==> src/rtl/pause_pkg.sv <==
// Shared state encoding and default timing for the pause controller.
// Latency: n/a (constants and a pure helper function only).
// Backpressure: n/a.
package pause_pkg;

    typedef enum logic [1:0] {
        RUN     = 2'd0,
        SYNC    = 2'd1,
        PAUSED  = 2'd2,
        RELEASE = 2'd3
    } pause_state_t;

    localparam int DEF_NREQ         = 4;
    localparam int DEF_SYNC_TIMEOUT = 500000;     // cycles to wait for vblank
    localparam int DEF_DIM_CYCLES   = 120000000;  // 10 s at 12 MHz

    // The CPU stays halted while a pause is held or is being released.
    function automatic logic is_halted(input pause_state_t s);
        return (s == PAUSED) || (s == RELEASE);
    endfunction

endpackage

==> src/rtl/pause_prio_arb.sv <==
// Fixed-priority (bit 0 wins), non-preemptive one-hot grant for pause requesters.
// Latency: grant registered, updates on the edge after req/enable change.
// Backpressure: none; an owner keeps its grant until its req drops, then one idle cycle.
module pause_prio_arb
    import pause_pkg::*;
#(
    parameter int NREQ = DEF_NREQ
) (
    input  logic            clk_sys,
    input  logic            reset_n,
    input  logic [NREQ-1:0] req,
    input  logic            enable,
    output logic [NREQ-1:0] grant
);

    logic [NREQ-1:0] grant_q;
    logic [NREQ-1:0] grant_d;
    logic [NREQ-1:0] pick;

    // Lowest-index active request, one-hot.
    always_comb begin
        pick = '0;
        for (int i = NREQ - 1; i >= 0; i--) begin
            if (req[i]) begin
                pick    = '0;
                pick[i] = 1'b1;
            end
        end
    end

    // Hold the owner while its req stays up; a drop forces one empty cycle before re-arbitration.
    always_comb begin
        grant_d = '0;
        if (enable) begin
            if (grant_q != '0) begin
                grant_d = ((grant_q & req) != '0) ? grant_q : '0;
            end else begin
                grant_d = pick;
            end
        end
    end

    // Grant register.
    always_ff @(posedge clk_sys or negedge reset_n) begin
        if (!reset_n) begin
            grant_q <= '0;
        end else begin
            grant_q <= grant_d;
        end
    end

    assign grant = grant_q;

endmodule

==> src/rtl/pause_ctrl.sv <==
// Pause controller: merges requesters and a user toggle, aligns pause entry/exit to vblank.
// Latency: state, pause_cpu and grant registered; cpu_reset masks pause_cpu combinationally.
// Backpressure: none; vblank waits bounded by SYNC_TIMEOUT. Optional dimming under PAUSE_DIM_EN.
module pause_ctrl
    import pause_pkg::*;
#(
    parameter int NREQ         = DEF_NREQ,
    parameter int SYNC_TIMEOUT = DEF_SYNC_TIMEOUT,
    parameter int DIM_CYCLES   = DEF_DIM_CYCLES
) (
    input  logic            clk_sys,
    input  logic            reset_n,
    input  logic            cpu_reset,
    input  logic            user_button,
    input  logic [NREQ-1:0] req,
    input  logic            vblank,
    input  logic            dim_option,
    output logic            pause_cpu,
    output logic [NREQ-1:0] grant,
`ifdef PAUSE_DIM_EN
    output logic            dim_video,
`endif
    output logic [1:0]      state_o
);

    localparam logic [31:0] WAIT_MAX = 32'(SYNC_TIMEOUT - 1);

    pause_state_t state_q, state_d;
    logic [31:0]  wait_q, wait_d;
    logic         toggle_q, toggle_d;
    logic         pause_q, pause_d;
    logic         btn_q, vbl_q;
    logic         btn_rise, vbl_rise, any_src, timeout, arb_en;

    assign btn_rise = user_button & ~btn_q;
    assign vbl_rise = vblank & ~vbl_q;
    assign any_src  = (|req) | toggle_q;
    assign timeout  = (wait_q == WAIT_MAX);

    // Next state, wait counter, halt flag and user toggle.
    always_comb begin
        state_d  = state_q;
        toggle_d = cpu_reset ? 1'b0 : (toggle_q ^ btn_rise);
        case (state_q)
            RUN:     if (any_src) state_d = SYNC;
            SYNC:    if (!any_src) state_d = RUN;
                     else if (vbl_rise || timeout) state_d = PAUSED;
            PAUSED:  if (!any_src) state_d = RELEASE;
            RELEASE: if (any_src) state_d = PAUSED;
                     else if (vbl_rise || timeout) state_d = RUN;
            default: state_d = RUN;
        endcase
        if (cpu_reset) begin
            state_d = RUN;
        end
        if (state_d != state_q) begin
            wait_d = '0;
        end else begin
            wait_d = timeout ? wait_q : wait_q + 32'd1;
        end
        pause_d = is_halted(state_d);
        arb_en  = (state_d == PAUSED);
    end

    // Control state and edge-detect history.
    always_ff @(posedge clk_sys or negedge reset_n) begin
        if (!reset_n) begin
            state_q  <= RUN;
            wait_q   <= '0;
            toggle_q <= 1'b0;
            pause_q  <= 1'b0;
            btn_q    <= 1'b0;
            vbl_q    <= 1'b0;
        end else begin
            state_q  <= state_d;
            wait_q   <= wait_d;
            toggle_q <= toggle_d;
            pause_q  <= pause_d;
            btn_q    <= user_button;
            vbl_q    <= vblank;
        end
    end

    pause_prio_arb #(.NREQ(NREQ)) u_arb (
        .clk_sys (clk_sys),
        .reset_n (reset_n),
        .req     (req),
        .enable  (arb_en),
        .grant   (grant)
    );

    assign pause_cpu = pause_q & ~cpu_reset;
    assign state_o   = state_q;

`ifdef PAUSE_DIM_EN
    localparam logic [31:0] DIM_MAX = 32'(DIM_CYCLES);

    logic [31:0] dim_q, dim_d;

    // Count paused cycles with dimming enabled; any break restarts the count.
    always_comb begin
        dim_d = '0;
        if (pause_cpu && dim_option) begin
            dim_d = (dim_q == DIM_MAX) ? dim_q : dim_q + 32'd1;
        end
    end

    // Dim counter register.
    always_ff @(posedge clk_sys or negedge reset_n) begin
        if (!reset_n) begin
            dim_q <= '0;
        end else begin
            dim_q <= dim_d;
        end
    end

    assign dim_video = (dim_q == DIM_MAX);
`else
    logic dim_option_unused;
    assign dim_option_unused = dim_option;
`endif

endmodule

==> config.mk <==
export PLATFORM = sky130hd
export DESIGN_NAME = pause_ctrl
export DESIGN_NICKNAME = d
export VERILOG_FILES = /design/src/rtl/pause_pkg.sv /design/src/rtl/pause_prio_arb.sv /design/src/rtl/pause_ctrl.sv
export SDC_FILE = /design/constraint.sdc
export NUM_CORES = 1
export LEC_CHECK = 0
export CAP_MARGIN = 40
export CORE_MARGIN = 2
export CORE_UTILIZATION = 29
export CTS_CLUSTER_SIZE = 14
export DETAILED_ROUTE_END_ITERATION = 8
export PLACE_DENSITY = 0.54
export SETUP_SLACK_MARGIN = 0.1
export SLEW_MARGIN = 20
export SYNTH_ARGS = -nofsm -noshare
export SYNTH_HDL_FRONTEND = slang
export SYNTH_SLANG_ARGS = --single-unit
==> constraint.sdc <==
create_clock -name clk_sys -period 5.92 [get_ports clk_sys]
set_clock_uncertainty 0.05 [all_clocks]
set_input_delay 1.184 -clock clk_sys [delete_from_list [all_inputs] [get_ports clk_sys]]
set_output_delay 1.184 -clock clk_sys [all_outputs]
set_load 0.1 [all_outputs]
==> out/qor.yml, run 1 <==
crit_path_start_kind: "primary input"
final_util: 0.362
synth_cell_types: 41
layout-drive-gt1-share: 0.123
area.sequential_um2: 1050
min_from: "btn_q"
h-tree-depth: 2
cp_slowest_cell: "clkdlybuf4s50_1"
die-area_um2: 8180
critPathLaunch: "cpu_reset"
pwr-share-seq: 0.536
drt_iter0_markers: 90
syn_area_per_cell_um2: 10.4
reg2reg_from: "wait_q[23]"
ys_warn_count: 0
final_cells: 335
hold_class: "flip-flop to flip-flop"
whs_path_depth: 3
grt_pass1_wl_um: 7630
max_slew.worst_pin.slew_ns: 0.649
cts_resized: 0
clk_latency_ns: 0.29
synth_cells: 208
io_buffers: 15
synth-seq-cells: 42
worst_r2r_path_depth: 5
endpoint_kind: "primary output"
vdd_ir_drop_max_mv: 0.0657
gp_congestion: 0.754
wirelength_um: 4290
clkTransAtPathRegs_ns: 0.08
antennaDiodeCount: 0
area_growth_pct: 21.0
cts_tree: "done"
finalPower_mw: 0.559
drtPass1Iterations: 4
route.detailed.drc: 0
multiInputGateArea_um2: 1070
post-route-min-period_ns: 3.80
track_usage: 0.115
cts_hold_buf: 0
path_class: "primary input to primary output"
wl_per_cell_um: 12.8
fillers: 744
dp_cells: 327
cts-buffers-inserted: 5
rrSetupSlack_ns: 3.54
status: "finished, final reports clean"
hold_end: "toggle_q"
cp_common_cell: "clkdlybuf4s50_1"
clock-root-buffer: "clkbuf_8"
p_per_area_nw_per_um2: 213
ios: 17
clk_path_buf_depth: 2
place_area_um2: 2530
cp_data_arrival_time_ns: 2.57
dp_hpwl_um: 3020
nNetsFinal: 246
layout_commonest_cell: "dfrtp_1"
internal-power_mw: 0.409
first_global_vias: 1647
worst_r2r_endpoint: "wait_q[18]"
hold_viol_final: 0
ant_nets: 0
max_stage_delay_ns: 0.52
clkPwrFrac: 0.350
crit_path_max_fanout: 7
final_area_um2: 2620
die_w_um: 90.5
leakage_nw: 1.10
vias: 1636
p_sw_mw: 0.149
rows: 31
final_cell_mix: "dfrtp_1 (42), nor2_1 (34), xor2_1 (22)"
period_share: 0.642
antenna_found_initial: 0
timing.fmax_mhz: 263
p_sw_frac: 0.268
p_comb_frac: 0.114
vias_per_cell: 4.88
fin_tns_setup_ns: 0
synth_fp_nets: 219
setup_viol: 0
report.final.slew_viol_count: 0
syn_area_um2: 2170
cts_setup_buffers: 0
seq_area_frac_synth: 0.485
die_h_um: 90.5
cap_violations: 0
path_cells: "clkdlybuf4s50_1, nor2b_1, clkdlybuf4s50_1, buf_8"
grt_setup_unrepaired: "false"
worstPathRequired_ns: 4.69
core-area_um2: 7250
initial_core_util: 0.299
slew_headroom: 0.567
grt_max_degree: 33
grt.overflow.total: 0
clock_sinks: 42
==> routing by layer <==
layer | global-route usage | routed length, um | vias to the layer above
met3 | 0.0225 | 88 | 8
met1 | 0.155 | 2140 | 801
met4 | 0.0538 | 92 | 0
li1 | - | - | 811
met2 | 0.176 | 1970 | 16
met5 | 0 | 0 | -
==> through the flow <==
stage,setup slack [ns],hold WS [ns]
after CTS,2.11,0.519
after global placement,1.71,0.509
after global routing,2.05,0.554
final,2.12,0.512
after detailed placement,2.12,0.513
after floorplan,2.17,0.477
==> critical path, delay by kind of cell <==
family | cells | cell delay [ns]
buffers and inverters | 3 | 1.22
AND/OR/NAND/NOR | 1 | 0.15
==> how the worst max path moves through the flow <==
stage | endpoint | cells past startpoint | slack [ns]
after CTS | pause_cpu | 4 | 2.11
after detailed placement | pause_cpu | 4 | 2.12
after global routing | pause_cpu | 4 | 2.05
after global placement | pause_cpu | 3 | 1.71
after floorplan | pause_cpu | 1 | 2.17
final | pause_cpu | 4 | 2.12
==> kinds of logic (layout without fill, tap and decap cells) <==
logic type / count (synthesis) / count (layout) / share of synthesized area
AOI/OAI and AO/OA: 26 / 26 / 0.0877
xor gates and xnor gates: 29 / 29 / 0.117
adders and majority gates: 1 / 1 / 0.00577
buffers and inverters: 6 / 34 / 0.0208
DFF: 42 / 42 / 0.485
muxes: 1 / 1 / 0.00462
and+or+nand+nor: 103 / 103 / 0.279
==> final cells by class <==
type / instances / area share
timing repair buffer: 23 / 0.103
sequential: 42 / 0.401
clock buffer: 6 / 0.0315
multi-input combinational: 160 / 0.409
inverter: 3 / 0.00429
clock inverter: 2 / 0.00477
tap: 99 / 0.0472
==> synthesized netlist by cell type (all sizes together) <==
| library cell | n | area, um2 |
|---|---|---|
| nor3 | 8 | 62.6 |
| a21oi | 7 | 46.3 |
| xor2 | 22 | 193 |
| a32oi | 1 | 8.76 |
| or3 | 4 | 25.0 |
| or4 | 2 | 18.8 |
| nor2 | 34 | 128 |
| nand2 | 9 | 33.8 |
| o22ai | 1 | 6.26 |
| o2111ai | 1 | 8.76 |
| and2 | 1 | 6.26 |
| and4 | 3 | 26.3 |
| o211ai | 1 | 7.51 |
| nand2b | 1 | 6.26 |
| nand3 | 9 | 50.1 |
| nor4b | 3 | 26.3 |
| a211oi | 2 | 15.0 |
| o21ai | 6 | 30.0 |
| buf | 3 | 33.8 |
| a22oi | 4 | 30.0 |
| o21bai | 1 | 18.8 |
| dfrtp | 42 | 1050 |
| ha | 1 | 12.5 |
| nor3b | 1 | 7.51 |
| o31ai | 1 | 7.51 |
| xnor2 | 7 | 61.3 |
| nor4 | 7 | 58.8 |
| or4b | 1 | 10.0 |
| o32a | 1 | 11.3 |
| inv | 3 | 11.3 |
| nand4 | 15 | 115 |
| nor2b | 2 | 12.5 |
| and3 | 3 | 18.8 |
| mux2i | 1 | 10.0 |
==> power by group through the flow <==
stage / Combinational, mW / Clock, mW / Sequential, mW
finish: 0.0636 / 0.196 / 0.299
global route: 0.0704 / 0.218 / 0.301
CTS: 0.0655 / 0.203 / 0.300
detailed placement: 0.0652 / 0 / 0.305
global placement: 0.0579 / 0 / 0.305
floorplan: 0.0313 / 0 / 0.315
==> registers in the layout (all words and copies together), names as in the netlist <==
| name | flops |
|---|---|
| state_o | 2 |
| vbl_q | 1 |
| pause_q | 1 |
| wait_q | 32 |
| u_arb.grant | 4 |
| btn_q | 1 |
| toggle_q | 1 |
Note: power is estimated with default switching activity, not from simulation.
==> inputs of run 2 (changes only) <==
==> constraint.sdc (replaced) <==
create_clock -name clk_sys -period 3.9 [get_ports clk_sys]
set_clock_uncertainty 0.05 [all_clocks]
set_input_delay 0.78 -clock clk_sys [delete_from_list [all_inputs] [get_ports clk_sys]]
set_output_delay 0.78 -clock clk_sys [all_outputs]
set_load 0.1 [all_outputs]
==> run 2 against run 1 <==
  * Worst hold slack worse by 0.16 ns
  * Register-to-register slack worse by 2.0 ns
  * Core utilization down 0.28 points
  * Combinational power up 50%
  * Sequential cell count unchanged
  * Via count down 1.5%
  * Clock-buffer cell count down 1
  * Die area unchanged
  * Setup slack worse by 1.1 ns
  * First-iteration DRC count down 26%
  * Final area down 0.76%
  * Critical endpoint is now wait_q[18]
  * Sequential power up 52%
==> out/qor.yml, run 2 (synthesis gave the netlist of run 1 again) <==
status: "finished, final reports clean"
clk_path_buf_depth: 2
clock-root-buffer: "clkbuf_8"
endpoint_kind: "flip-flop"
report.final.slew_viol_count: 0
clk_latency_ns: 0.30
reg2reg_from: "wait_q[0]"
path_class: "primary input to flip-flop"
fin_tns_setup_ns: 0
final_area_um2: 2600
fillers: 745
max_stage_delay_ns: 0.62
track_usage: 0.116
crit_family: "simple AND/OR/NAND/NOR gates"
die_w_um: 90.5
path_cells: "clkdlybuf4s50_1, or4_4, nor2_1, xor2_1, o32a_2, nor2_1"
die-area_um2: 8180
path_buf_inv: 1
setup_viol: 0
p_per_area_nw_per_um2: 325
core-area_um2: 7250
leakage_nw: 1.08
clkTransAtPathRegs_ns: 0.09
vdd_ir_drop_max_mv: 0.119
cts_setup_buffers: 0
nNetsFinal: 245
final_cell_mix: "dfrtp_1 (42), nor2_1 (34), xor2_1 (22)"
largest-register: "wait_q"
ant_nets: 0
place_area_um2: 2510
initial_core_util: 0.299
crit_path_max_fanout: 32
cp_common_cell: "nor2_1"
cp_slowest_cell: "o32a_2"
antennaDiodeCount: 0
grt_setup_unrepaired: "false"
layout_commonest_cell: "dfrtp_1"
gp_congestion: 0.763
cap_violations: 0
timing.fmax_mhz: 342
largest_reg_flops: 32
drtPass1Iterations: 4
io_buffers: 15
ios: 17
cts-buffers-inserted: 5
grt.overflow.total: 0
area.sequential_um2: 1050
first_global_vias: 1658
crit_path_start_kind: "primary input"
clock_sinks: 42
vias_per_cell: 4.83
rows: 31
route.detailed.drc: 0
grt_pass1_wl_um: 7820
wl_met2_um: 2050
routed.top_layer: "met4"
wirelength_um: 4300
area_growth_pct: 20.1
hold_viol_final: 0
die_h_um: 90.5
dp_hpwl_um: 2930
multiInputGateArea_um2: 1070
vias: 1612
cts_resized: 0
layout-drive-gt1-share: 0.123
slew_headroom: 0.561
met1_length_um: 2080
cts_tree: "done"
met3_length_um: 111
grt_max_degree: 33
wl_per_cell_um: 12.9
post-route-min-period_ns: 2.93
cts_hold_buf: 0
max_slew.worst_pin.slew_ns: 0.659
hold_class: "primary input to async pin"
drt_iter0_markers: 67
cp_data_arrival_time_ns: 3.03
critPathLaunch: "req[0]"
period_share: 0.750
antenna_found_initial: 0
h-tree-depth: 2
worstPathRequired_ns: 4.01
==> run 2: per-layer routing <==
| layer | vias to the layer above | track usage |
|---|---|---|
| met5 | - | 0 |
| met4 | 0 | 0.0385 |
| met3 | 4 | 0.0275 |
| met2 | 15 | 0.187 |
| met1 | 788 | 0.153 |
| li1 | 805 | - |
==> run 2: metrics by stage <==
stage          hold WS, ns  worst slack, ns  utilization  power [mW]  instances
2_1_floorplan        0.434            0.955            -       0.525        208
3_3_place_gp         0.508            0.651        0.331       0.551        319
3_5_place_dp         0.516            0.644        0.346       0.561        326
4_1_cts              0.354            0.945        0.359       0.863        334
5_1_grt              0.368            0.791        0.359       0.886        334
6_report             0.348            0.974        0.359       0.846        334
==> run 2: area by class of cell <==
type / instances / share of cell area
clock buffer: 5 / 0.0264
clock inverter: 3 / 0.00913
inverter: 3 / 0.00432
multi-input combinational: 160 / 0.412
sequential: 42 / 0.404
tap: 99 / 0.0476
timing repair buffer: 22 / 0.0971
==> run 2: worst reg2reg max path, delay by kind of cell (launching register included) <==
kind | cells | cell delay (ns)
DFF | 1 | 0.43
adders and majority gates | 1 | 0.21
and+or+nand+nor | 3 | 0.60
AOI/OAI and AO/OA | 2 | 0.92
==> run 2: worst paths after layout <==
path                         endpoint  depth (start not counted)  slack (ns)
max                        wait_q[18]                          6        0.97
min                         wait_q[7]                          1        0.35
max reg2reg                wait_q[18]                          6        1.54
min reg2reg                  toggle_q                          3        0.51
max in group asynchronous       btn_q                          2        2.97
min in group clk_sys         toggle_q                          3        0.51
==> run 2: power by group <==
group	internal [mW]	switching, mW
clock	0.128	0.168
sequential	0.444	0.0109
combinational	0.0335	0.0621
total	0.606	0.241
